[src/rtl/div_sequencer_if.sv]
// Handshake/bus bundle between the execute stage and the divide sequencer.
//   master : execute stage  -> drives start, a, b, control, signControl, kill
//   slave  : div_sequencer  -> drives busy, done, result
interface div_sequencer_if #(
  parameter int WIDTH = 32
);
  logic             start;
  logic [WIDTH-1:0] a;
  logic [WIDTH-1:0] b;
  logic             control;      // 0 = quotient, 1 = remainder
  logic             signControl;  // 0 = unsigned, 1 = signed
  logic             kill;
  logic             busy;
  logic             done;
  logic [WIDTH-1:0] result;

  modport master (
    output start, a, b, control, signControl, kill,
    input  busy, done, result
  );

  modport slave (
    input  start, a, b, control, signControl, kill,
    output busy, done, result
  );
endinterface

[src/rtl/div_sequencer.sv]
// Iterative radix-2 restoring divider/remainder sequencer.
// One quotient bit per cycle over WIDTH CALC cycles, then a FIXUP cycle that
// selects quotient or remainder and restores its sign. Divide-by-zero and
// signed overflow finish straight from acceptance (result written on the
// accepting edge, done in the next cycle).
// Ports:
//   clk  - rising-edge clock
//   rst  - synchronous active-high reset
//   bus  - div_sequencer_if.slave: start/a/b/control/signControl/kill in,
//          busy/done/result out
module div_sequencer #(
  parameter int WIDTH = 32
) (
  input  logic             clk,
  input  logic             rst,
  div_sequencer_if.slave   bus
);

  localparam int CW = $clog2(WIDTH + 1);

  typedef enum logic [1:0] {
    S_IDLE,
    S_CALC,
    S_FIXUP,
    S_DONE
  } state_t;

  state_t           state_q, state_d;
  logic [WIDTH-1:0] q_q, q_d;        // dividend magnitude shifting out, quotient shifting in
  logic [WIDTH-1:0] r_q, r_d;        // partial remainder; always < |b|, so WIDTH bits hold it
  logic [WIDTH-1:0] bmag_q, bmag_d;
  logic [CW-1:0]    cnt_q, cnt_d;
  logic             ctrl_q, ctrl_d;
  logic             negq_q, negq_d;
  logic             negr_q, negr_d;
  logic [WIDTH-1:0] result_q, result_d;

  logic             accept;
  logic             a_neg, b_neg;
  logic             ovf;
  logic [WIDTH:0]   r_shift;         // WIDTH+1-bit shifted partial remainder
  logic [WIDTH-1:0] r_sub;
  logic [WIDTH-1:0] sel;
  logic             sel_neg;

  always_comb begin
    state_d  = state_q;
    q_d      = q_q;
    r_d      = r_q;
    bmag_d   = bmag_q;
    cnt_d    = cnt_q;
    ctrl_d   = ctrl_q;
    negq_d   = negq_q;
    negr_d   = negr_q;
    result_d = result_q;
    sel      = '0;
    sel_neg  = 1'b0;

    accept  = bus.start && !bus.kill && (state_q == S_IDLE || state_q == S_DONE);
    a_neg   = bus.signControl && bus.a[WIDTH-1];
    b_neg   = bus.signControl && bus.b[WIDTH-1];
    ovf     = bus.signControl && (bus.a == {1'b1, {(WIDTH-1){1'b0}}}) && (&bus.b);

    r_shift = {r_q, q_q[WIDTH-1]};
    // True difference is < |b| whenever it is taken, so modulo-2^WIDTH is exact.
    r_sub   = r_shift[WIDTH-1:0] - bmag_q;

    case (state_q)
      S_IDLE, S_DONE: begin
        state_d = S_IDLE;
        if (accept) begin
          ctrl_d = bus.control;
          if (bus.b == '0) begin
            result_d = bus.control ? bus.a : '1;
            state_d  = S_DONE;
          end else if (ovf) begin
            // Quotient of MIN / -1 wraps to MIN, which is the dividend itself.
            result_d = bus.control ? '0 : bus.a;
            state_d  = S_DONE;
          end else begin
            q_d     = a_neg ? -bus.a : bus.a;
            bmag_d  = b_neg ? -bus.b : bus.b;
            negq_d  = a_neg ^ b_neg;
            negr_d  = a_neg;
            r_d     = '0;
            cnt_d   = '0;
            state_d = S_CALC;
          end
        end
      end

      S_CALC: begin
        if (r_shift >= {1'b0, bmag_q}) begin
          r_d = r_sub;
          q_d = {q_q[WIDTH-2:0], 1'b1};
        end else begin
          r_d = r_shift[WIDTH-1:0];
          q_d = {q_q[WIDTH-2:0], 1'b0};
        end
        cnt_d = cnt_q + 1'b1;
        if (cnt_q == CW'(WIDTH - 1)) state_d = S_FIXUP;
      end

      S_FIXUP: begin
        sel      = ctrl_q ? r_q : q_q;
        sel_neg  = ctrl_q ? negr_q : negq_q;
        result_d = sel_neg ? -sel : sel;
        state_d  = S_DONE;
      end

      default: state_d = S_IDLE;
    endcase

    // Flush beats everything except reset; an aborted op never writes result.
    if (bus.kill) begin
      state_d  = S_IDLE;
      result_d = result_q;
    end
  end

  always_ff @(posedge clk) begin
    if (rst) begin
      state_q  <= S_IDLE;
      q_q      <= '0;
      r_q      <= '0;
      bmag_q   <= '0;
      cnt_q    <= '0;
      ctrl_q   <= 1'b0;
      negq_q   <= 1'b0;
      negr_q   <= 1'b0;
      result_q <= '0;
    end else begin
      state_q  <= state_d;
      q_q      <= q_d;
      r_q      <= r_d;
      bmag_q   <= bmag_d;
      cnt_q    <= cnt_d;
      ctrl_q   <= ctrl_d;
      negq_q   <= negq_d;
      negr_q   <= negr_d;
      result_q <= result_d;
    end
  end

  assign bus.busy   = (state_q == S_CALC) || (state_q == S_FIXUP);
  assign bus.done   = (state_q == S_DONE);
  assign bus.result = result_q;

endmodule

[src/flat_wrapper.sv]
// flat-port wrapper written by rule: the top's interface ports become plain ports
module div_sequencer_flat 
#(
  parameter int WIDTH = 32
)
  (clk, rst, bus_start, bus_a, bus_b, bus_control, bus_signControl, bus_kill, bus_busy, bus_done, bus_result);
  div_sequencer_if #(.WIDTH(WIDTH)) bus_i ();
  input  logic clk;
  input  logic rst;
  input wire logic [$bits(bus_i.start)-1:0] bus_start;
  input wire logic [$bits(bus_i.a)-1:0] bus_a;
  input wire logic [$bits(bus_i.b)-1:0] bus_b;
  input wire logic [$bits(bus_i.control)-1:0] bus_control;
  input wire logic [$bits(bus_i.signControl)-1:0] bus_signControl;
  input wire logic [$bits(bus_i.kill)-1:0] bus_kill;
  output wire logic [$bits(bus_i.busy)-1:0] bus_busy;
  output wire logic [$bits(bus_i.done)-1:0] bus_done;
  output wire logic [$bits(bus_i.result)-1:0] bus_result;
  assign bus_i.start = bus_start;
  assign bus_i.a = bus_a;
  assign bus_i.b = bus_b;
  assign bus_i.control = bus_control;
  assign bus_i.signControl = bus_signControl;
  assign bus_i.kill = bus_kill;
  assign bus_busy = bus_i.busy;
  assign bus_done = bus_i.done;
  assign bus_result = bus_i.result;
  div_sequencer #(.WIDTH(WIDTH)) u_core (.clk(clk), .rst(rst), .bus(bus_i));
endmodule
[config.mk]
export PLATFORM = sky130hd
export DESIGN_NAME = div_sequencer_flat
export DESIGN_NICKNAME = d
export VERILOG_FILES = /design/src/rtl/div_sequencer_if.sv /design/src/rtl/div_sequencer.sv /design/src/flat_wrapper.sv
export SDC_FILE = /design/constraint.sdc
export NUM_CORES = 1
export LEC_CHECK = 0
export CAP_MARGIN = 0
export CORE_MARGIN = 4
export CORE_UTILIZATION = 40
export DETAILED_ROUTE_END_ITERATION = 8
export PLACE_DENSITY = 0.66
export SLEW_MARGIN = 20
export SYNTH_ARGS = -nofsm -noshare
export SYNTH_HDL_FRONTEND = slang
export SYNTH_SLANG_ARGS = --single-unit
[constraint.sdc]
create_clock -name clk -period 6.4 [get_ports clk]
set_clock_uncertainty 0.05 [all_clocks]
set_input_delay 0.96 -clock clk [delete_from_list [all_inputs] [get_ports clk]]
set_output_delay 0.96 -clock clk [all_outputs]
set_load 0.01 [all_outputs]
==> results of run 1 <==
## Yosys cell counts (3+ instances only)
library cell / instances
o41ai_1: 7
xnor2_1: 71
clkbuf_1: 73
o21a_1: 9
o21ai_0: 87
o21bai_1: 4
maj3_1: 30
a41oi_1: 5
o22ai_1: 3
dfxtp_1: 139
a211oi_1: 30
or4_1: 14
xor2_1: 48
buf_4: 4
buf_1: 7
mux2_2: 7
ha_1: 40
nand3_1: 16
nor2b_1: 6
a22oi_1: 3
nor4_1: 10
inv_1: 87
and3_1: 3
nor2_1: 159
a21o_1: 12
a211oi_2: 29
or3_1: 9
mux2i_1: 56
and2_1: 5
a31o_2: 4
a21oi_1: 116
o21ai_1: 3
o211ai_1: 29
a32oi_1: 5
o31ai_1: 22
nor3b_1: 14
a31oi_1: 11
nand2_1: 145
or2_2: 7
nand2b_1: 8
buf_2: 10
nand4_1: 29
nor3_1: 33
or3b_2: 3
## per-layer routing
metal  vias up  part of all wire
met4         0             0.023
met2       241              0.48
li1       5232                 -
met5         -                 0
met3        55             0.031
met1      4936              0.46
## how the worst max path moves through the flow
| stage | from | to | slack (ps) | depth (start not counted) |
|---|---|---|---|---|
| floorplan | u_core.ctrl_q$_SDFFE_PP0P_ | u_core.bus.result[24]$_SDFFE_PP0P_ | 2400 | 14 |
| global placement | bus_a[0] | u_core.cnt_q[0]$_SDFFE_PP0P_ | 1550 | 11 |
| detailed placement | bus_a[0] | u_core.cnt_q[0]$_SDFFE_PP0P_ | 1490 | 11 |
| CTS | bus_a[0] | u_core.cnt_q[0]$_SDFFE_PP0P_ | 1930 | 11 |
| global route | bus_a[0] | u_core.r_q[4]$_SDFFE_PP0P_ | 1630 | 10 |
| finish | bus_a[0] | u_core.q_q[4]$_SDFFE_PP0P_ | 1880 | 11 |
## through the flow
| step | instances | worst slack, ps | area (um2) |
|---|---|---|---|
| final | 1832 | 1880 | 12700 |
| after global routing | 1832 | 1630 | 12700 |
| after CTS | 1832 | 1930 | 12700 |
| after detailed placement | 1800 | 1490 | 12100 |
| after global placement | 1800 | 1550 | 12100 |
| after floorplan | 1439 | 2400 | 10800 |
## worst max-delay path, delay by kind of cell
kind | cells | cell delay [ps]
simple gates | 4 | 1790
compound gates | 3 | 1030
buf+inv | 3 | 880
fa+ha+maj | 1 | 160
## state kept, by name (all words and copies together) (netlist names)
name / cells
u_core.bmag_q: 32
u_core.state_q: 2
u_core.r_q: 32
u_core.bus.result: 32
u_core.q_q: 32
u_core.negr_q: 1
u_core.ctrl_q: 1
u_core.negq_q: 1
u_core.cnt_q: 6
## layout make-up
class	count	area (um2)
inverter	87	327
sequential	139	2780
tap	335	419
timing repair buffer	120	1170
clock buffer	18	439
multi-input combinational	1119	7360
clock inverter	14	185
fill	2571	13700
## where the power goes
part | switching (mW) | internal, mW
Combinational | 0.343 | 0.245
Clock | 0.437 | 0.633
Sequential | 0.0306 | 0.901
## logic make-up after synthesis
kind of cell,after synthesis,share of synthesized area
compound gates,400,0.248
xor+xnor,119,0.0962
fa+ha+maj,71,0.0758
buf+inv,181,0.0653
flops,139,0.257
mux,63,0.0590
simple gates,466,0.199
==> flow_summary_export.csv, run 1 <==
group,metric,value,unit
global_routing,grt_antenna_before_repair,1,
cts,cts_max_level,4,
setup_path,crit_top_cell,"or4_1",
drt,drc,0,
synthesis,synthArstFlopShare,0,
drt,drt-total-wl,32400,um
setup_path,path_cells,"clkdlybuf4s50_1 > inv_1 > ha_1 > or3b_1 > or4_1 > or4_1 > o2111a_2 > a21oi_2 > buf_4 > nand2_1 > a21oi_1",
job,drv_cap,0,
synthesis,synth_edf_count,0,
final_layout,nets,1595,
floorplanning,die_x,173,um
drt,vias,10500,
worst_hold_path,hold_class,"flip-flop to flip-flop",
global_routing,globalRoute.busiestLayer,"met2",
floorplanning,ioPinCount,104,
drt,via_per_inst,5.71,
worst_hold_path,whs_endpoint,"u_core.bmag_q[31]$_SDFFE_PP0P_",
drt,routedWlPerCell,17.7,um
outcome,status,"completed",
drt,drt.antenna.violating_nets,0,
final_layout,utilization,0.481,
synthesis,synth_cell_types,66,
sta,tightest_slew,1100,ps
floorplanning,die_area,0.0298,mm2
sta,fin_crit_sh,0.707,
cts,cts_sinks,139,
final_layout,num_antenna_cells,0,
sta,setup_violations,0,
global_routing,grt_util_all_layers,0.213,
global_routing,overflow,0,
cts,clock_latency,440,ps
placed_design,dpl.hpwl,24200,um
synthesis,ys_ff_latch,139,
sta,min_period,4520,ps
drt,drt_pass1_iterations,5,
drt,drt_iter0_drc,874,
setup_path,slowest_stage,"or4_1",
pwr,power_density,204,mW/mm2
placed_design,io_buffers,103,
setup_path,start_kind,"input pin",
global_routing,grt_pass1_wl,53100,um
cts,holdBufCountCts,0,
floorplanning,fp.dieH,173,um
worst_hold_path,min_from,"u_core.bmag_q[31]$_SDFFE_PP0P_",
floorplanning,start_util,0.411,
synthesis,avgSynthCellArea,7.53,um2
pwr,finalPower,2.59,mW
synthesis,syn-num-nets,1550,
synthesis,ys.warnings.count,0,
cts,cts_tree,"built",
sta,clock.fmax,0.221,GHz
setup_path,worstPathArrival,4840,ps
synthesis,synth.top_cell.area_share,0.257,
global_routing,grt_use_met3,0.0303,
placed_design,place.gp.congestion,0.882,
final_layout,layout-drive-gt1-share,0.0728,
setup_path,reg2reg_depth,10,
synthesis,synth_area_leaders,"dfxtp_1 (26%), xnor2_1 (5.7%), nor2_1 (5.5%)",
synthesis,synthFlopType,"dfxtp_1",
sta,holdWs,436,ps
setup_path,cp.required,6710,ps
pwr,leakagePower,4.64,nW
floorplanning,rows,59,
final_layout,final_common_cell,"nor2_1",
sta,finalSetupTns,0,ps
worst_hold_path,hold_path_depth,2,
setup_path,critPathMaxFanout,15,
floorplanning,core_area,0.0264,mm2
synthesis,netlist_area,0.0108,mm2
setup_path,crit_path_end_kind,"flip-flop",
global_routing,gr-usage-met1,0.284,
synthesis,synth_area_leader_cell,"dfxtp_1",
cts,cts-root-buf,"clkbuf_16",
setup_path,rr_startpoint,"u_core.ctrl_q$_SDFFE_PP0P_",
cts,ctsResizeCount,0,
global_routing,globalRouteMet2Util,0.364,
sta,relSlewSlack,0.265,
cts,clk_path_buf_depth,2,
sta,hold_viol,0,
cts,cts_made_buffers,17,
setup_path,slowest_delay,750,ps
synthesis,ys_seq_area_frac,0.257,
sta,rsz0062_at_grt,"no",
setup_path,crit_type,"input pin to flip-flop",
setup_path,worstReg2RegEnd,"u_core.bus.result[26]$_SDFFE_PP0P_",
final_layout,layout_common_cells,"nor2_1 (158), nand2_1 (145), dfxtp_1 (138)",
cts,post-cts-setup-buffers,0,
final_layout,area_growth_syn_to_layout,17.1,%
synthesis,syn-instance-count,1439,
sta,final_max_slew_viol_count,0,
setup_path,r2r_slack,2410,ps
cts,path_clk_slew,70,ps
pwr,ir_drop,0.174,mV
global_routing,grt_max_degree,67,
global_routing,grt_pass1_vias,9923,
No activity file was read; power rests on OpenSTA's default activity.
==> run 2, diff against run 1 <==
- clock period: 6.4 -> 4.5 ns (I/O delays scaled with it)
==> flow_summary_export.csv, run 2 (synthesis results as in run 1) <==
group,metric,value,unit
outcome,status,"completed",
cts,cts_made_buffers,17,
final_layout,layout_common_cells,"nor2_1 (158), nand2_1 (145), dfxtp_1 (138)",
pwr,pwr-share-comb,0.240,
global_routing,grt_max_degree,78,
placed_design,io_buffers,103,
setup_path,crit_type,"input pin to flip-flop",
cts,cts_tree,"built",
pwr,netSwitchingPower,1.12,mW
placed_design,place.gp.congestion,0.881,
cts,ctsResizeCount,0,
drt,drt-total-wl,32800,um
sta,final_max_slew_viol_count,0,
drt,via_per_inst,5.68,
pwr,pwr-share-clk,0.384,
sta,setup_violations,0,
pwr,seqPwrFrac,0.376,
cts,clk_path_buf_depth,2,
cts,post-cts-setup-buffers,0,
cts,holdBufCountCts,0,
drt,drc,0,
drt,drt.antenna.violating_nets,0,
drt,routedWlPerCell,17.8,um
setup_path,slowest_delay,740,ps
final_layout,area_growth_syn_to_layout,17.5,%
global_routing,grt_pass1_wl,53600,um
final_layout,utilization,0.483,
setup_path,slowest_stage,"or4_1",
sta,relSlewSlack,0.286,
pwr,p_sw_frac,0.319,
cts,cts_sinks,139,
worst_hold_path,hold_class,"flip-flop to flip-flop",
pwr,p_int,2.40,mW
floorplanning,start_util,0.411,
floorplanning,rows,59,
final_layout,layout-drive-gt1-share,0.0776,
setup_path,worstPathArrival,4280,ps
floorplanning,die_area,0.0298,mm2
drt,vias,10500,
setup_path,crit_path_end_kind,"flip-flop",
final_layout,nets,1605,
setup_path,cp.required,4740,ps
sta,tightest_slew,1070,ps
setup_path,critPathMaxFanout,62,
global_routing,grt_antenna_before_repair,0,
sta,hold_viol,0,
sta,finalSetupTns,0,ps
sta,min_period,4040,ps
floorplanning,core_area,0.0264,mm2
final_layout,num_antenna_cells,0,
sta,fin_crit_sh,0.898,
floorplanning,fp.dieH,173,um
cts,cts_max_level,4,
drt,drt_pass1_iterations,5,
pwr,power_density,277,mW/mm2
global_routing,overflow,0,
pwr,leakagePower,4.68,nW
job,drv_cap,0,
global_routing,grt_util_all_layers,0.215,
setup_path,path_cells,"clkdlybuf4s50_1 > inv_1 > ha_1 > or3b_1 > or4_1 > or4_1 > o21ai_4 > a21oi_1 > nor3_4 > buf_12 > mux2i_1 > nor2_1",
setup_path,crit_top_cell,"or4_1",
placed_design,dpl.hpwl,24700,um
cts,path_clk_slew,70,ps
sta,clock.fmax,0.247,GHz
cts,clock_latency,430,ps
drt,drt_iter0_drc,745,
sta,rsz0062_at_grt,"no",
global_routing,grt_pass1_vias,9930,
cts,cts-root-buf,"clkbuf_16",
floorplanning,die_x,173,um
pwr,ir_drop,0.160,mV
final_layout,fill_cells,2601,
floorplanning,ioPinCount,104,
setup_path,start_kind,"input pin",
final_layout,final_common_cell,"nor2_1",
## run 2: cell count changes in the layout (fill, tap and decap cells not counted)
cell        previous run  this run
clkbuf_1               0         2
inv_8                  1         0
clkinvlp_4             3         2
inv_6                  4         3
clkinv_2               0         4
bufinv_16              3         1
clkbuf_8               1         0
buf_12                 1         4
buf_4                 17        24
## run 2: stage by stage
step	std cells	hold slack, ps	setup WS, ps	total power, mW	area, um2
2_1_floorplan	1439	394	497	1.91	10800
3_3_place_gp	1810	419	177	2.18	12200
3_5_place_dp	1810	430	106	2.19	12200
4_1_cts	1842	439	566	3.54	12700
5_1_grt	1842	466	363	3.70	12700
6_report	1842	440	458	3.52	12700
## run 2: power by group through the flow
stage	Combinational [mW]	Clock (mW)	Sequential (mW)
after floorplan	0.568	0	1.34
after detailed placement	0.836	0	1.35
after global placement	0.828	0	1.35
after CTS	0.841	1.38	1.32
final	0.844	1.35	1.33
after global routing	0.933	1.43	1.33
## run 2: worst max-delay path, delay by kind of cell
kind,cells,cell delay [ps]
AND/OR/NAND/NOR,5,1860
adder cells (fa/ha/maj),1,150
multiplexers,1,270
buffers and inverters,3,870
AO/OA/AOI/OAI,2,420
## run 2: routing by layer
layer / vias to the layer above / share of wire / global-route usage
li1: 5239 / - / -
met1: 4930 / 0.46 / 0.289
met2: 252 / 0.47 / 0.357
met3: 47 / 0.045 / 0.0365
met4: 0 / 0.023 / 0.0632
met5: - / 0 / 0
## run 2: final cells by class
class,count,area [um2],share of cell area
Multi-Input combinational cell,1119,7360,0.579
Sequential cell,139,2780,0.219
Timing Repair Buffer,130,1280,0.101
Clock buffer,19,433,0.0340
Tap cell,335,419,0.0329
Inverter,87,327,0.0257
Clock inverter,13,118,0.00924
## run 2: path summary, 6_finish.rpt
| kind | endpoint | slack, ps | depth (start not counted) | startpoint |
|---|---|---|---|---|
| setup / recovery | u_core.bus.result[0]$_SDFFE_PP0P_ | 460 | 12 | bus_a[1] |
| hold / removal | u_core.q_q[12]$_SDFFE_PP0P_ | 440 | 2 | u_core.q_q[12]$_SDFFE_PP0P_ |
| setup reg to reg | u_core.r_q[20]$_SDFFE_PP0P_ | 830 | 11 | u_core.bmag_q[1]$_SDFFE_PP0P_ |
| hold reg to reg | u_core.q_q[12]$_SDFFE_PP0P_ | 440 | 2 | u_core.q_q[12]$_SDFFE_PP0P_ |
==> run 3, diff against run 2 <==
- CORE_UTILIZATION: 40 -> 49
- PLACE_DENSITY: 0.66 -> 0.77
==> flow_summary_export.csv, run 3 (synthesis results as in run 1) <==
group,metric,value,unit
outcome,status,"completed",
setup_path,slowest_stage,"or4_1",
job,drv_cap,0,
drt,drt_iter0_drc,986,
final_layout,nets,1603,
setup_path,crit_type,"input pin to flip-flop",
global_routing,grt_antenna_before_repair,0,
sta,clock.fmax,0.254,GHz
floorplanning,die_x,157,um
placed_design,dp_slack,239,ps
final_layout,layout-drive-gt1-share,0.0777,
sta,relSlewSlack,0.350,
setup_path,worstPathArrival,4160,ps
setup_path,path_cells,"clkdlybuf4s50_1 > inv_1 > ha_1 > or3b_1 > or4_1 > or4_1 > buf_4 > o2111a_2 > a21oi_2 > buf_12 > nor2_1 > a21oi_1 > nor2_1",
setup_path,reg2reg_depth,9,
setup_path,critPathMaxFanout,35,
setup_path,cp.required,4720,ps
sta,setup_violations,0,
placed_design,place.gp.congestion,0.962,
cts,path_clk_slew,60,ps
placed_design,post-place-cells,1753,
cts,ctsResizeCount,0,
cts,cts_made_buffers,17,
sta,final_max_slew_viol_count,0,
final_layout,num_antenna_cells,0,
global_routing,grt_util_all_layers,0.249,
final_layout,register_area,0.00278,mm2
drt,drc,0,
final_layout,multi_input_area,0.00736,mm2
setup_path,cp_num_buf_inv,4,
setup_path,r2r_slack,860,ps
pwr,leakagePower,4.67,nW
setup_path,slowest_delay,680,ps
floorplanning,fp.dieH,157,um
pwr,power_density,286,mW/mm2
sta,rsz0062_at_grt,"no",
cts,clock_latency,430,ps
drt,via_per_inst,6.07,
cts,cts-root-buf,"clkbuf_16",
cts,post-cts-setup-buffers,0,
setup_path,worstReg2RegEnd,"u_core.bus.result[30]$_SDFFE_PP0P_",
sta,setup_ws,568,ps
placed_design,io_buffers,103,
sta,hold_viol,0,
sta,min_period,3930,ps
global_routing,grt_pass1_wl,50400,um
drt,drt_pass1_iterations,6,
cts,cts_tree,"built",
cts,clk_path_buf_depth,2,
sta,tightest_slew,976,ps
cts,cts_sinks,139,
floorplanning,start_util,0.498,
setup_path,cp.depth,13,
setup_path,endpoint,"u_core.q_q[1]$_SDFFE_PP0P_",
global_routing,overflow,0,
sta,fin_crit_sh,0.874,
floorplanning,ioPinCount,104,
placed_design,dpl.hpwl,23100,um
global_routing,grt_max_degree,75,
drt,drt-total-wl,31400,um
cts,cts_max_level,4,
final_layout,fill_cells,1943,
floorplanning,die_area,0.0246,mm2
worst_hold_path,hold_class,"flip-flop to flip-flop",
setup_path,start_kind,"input pin",
drt,vias,10800,
drt,routedWlPerCell,17.6,um
cts,holdBufCountCts,0,
pwr,ir_drop,0.268,mV
drt,drt.antenna.violating_nets,0,
final_layout,final_cells,1785,
floorplanning,rows,54,
sta,finalSetupTns,0,ps
final_layout,layout_common_cells,"nor2_1 (158), nand2_1 (145), dfxtp_1 (138)",
setup_path,crit_path_end_kind,"flip-flop",
final_layout,final_common_cell,"nor2_1",
final_layout,area_growth_syn_to_layout,17.0,%
setup_path,worstSetupStartpoint,"bus_a[0]",
setup_path,rr_startpoint,"u_core.ctrl_q$_SDFFE_PP0P_",
floorplanning,core_area,0.0218,mm2
global_routing,grt_pass1_vias,10100,
setup_path,cp_top_family,"simple AND/OR/NAND/NOR gates",
run 3: per-stage QoR:
| stage | instance area, um2 | hold slack [ps] | util | power, mW |
|---|---|---|---|---|
| final | 12700 | 432 | 0.583 | 3.63 |
| after global routing | 12700 | 462 | 0.583 | 3.78 |
| after CTS | 12700 | 425 | 0.583 | 3.62 |
| after detailed placement | 12100 | 415 | 0.555 | 2.17 |
| after global placement | 12100 | 412 | 0.555 | 2.16 |
| after floorplan | 10800 | 394 | - | 1.91 |
run 3: area by class of cell:
type | instances | share of cell area
Inverter | 87 | 0.0258
Multi-Input combinational cell | 1119 | 0.581
Tap cell | 280 | 0.0276
Sequential cell | 139 | 0.220
Clock buffer | 18 | 0.0346
Clock inverter | 14 | 0.0134
Timing Repair Buffer | 128 | 0.0979
run 3: per-layer routing:
metal | GRT usage | share of wire | vias up
li1 | - | - | 5217
met1 | 0.320 | 0.43 | 5139
met2 | 0.419 | 0.48 | 393
met3 | 0.0362 | 0.055 | 94
met4 | 0.0996 | 0.035 | 0
met5 | 0 | 0 | -
run 3: how the worst min path moves through the flow:
stage	start	endpoint	slack (ps)	cells past startpoint
after floorplan	u_core.q_q[27]$_SDFFE_PP0P_	u_core.q_q[27]$_SDFFE_PP0P_	390	2
after global placement	u_core.bus.result[31]$_SDFFE_PP0P_	u_core.bus.result[31]$_SDFFE_PP0P_	410	2
after detailed placement	u_core.bus.result[31]$_SDFFE_PP0P_	u_core.bus.result[31]$_SDFFE_PP0P_	410	2
after CTS	u_core.bus.result[31]$_SDFFE_PP0P_	u_core.bus.result[31]$_SDFFE_PP0P_	420	2
after global routing	u_core.q_q[12]$_SDFFE_PP0P_	u_core.q_q[12]$_SDFFE_PP0P_	460	2
final	u_core.bus.result[31]$_SDFFE_PP0P_	u_core.bus.result[31]$_SDFFE_PP0P_	430	2
run 3: worst min-delay path: cells and delay by family, from the launching register on:
kind	cells	cell delay [ps]
and+or+nand+nor	1	80
AOI/OAI and AO/OA	1	50
DFF	1	310
run 3: where the power goes:
part / switching (mW) / leakage, nW / internal, mW
logic: 0.489 / 3.25 / 0.353
clock network: 0.571 / 0.289 / 0.887
registers: 0.0443 / 1.13 / 1.28
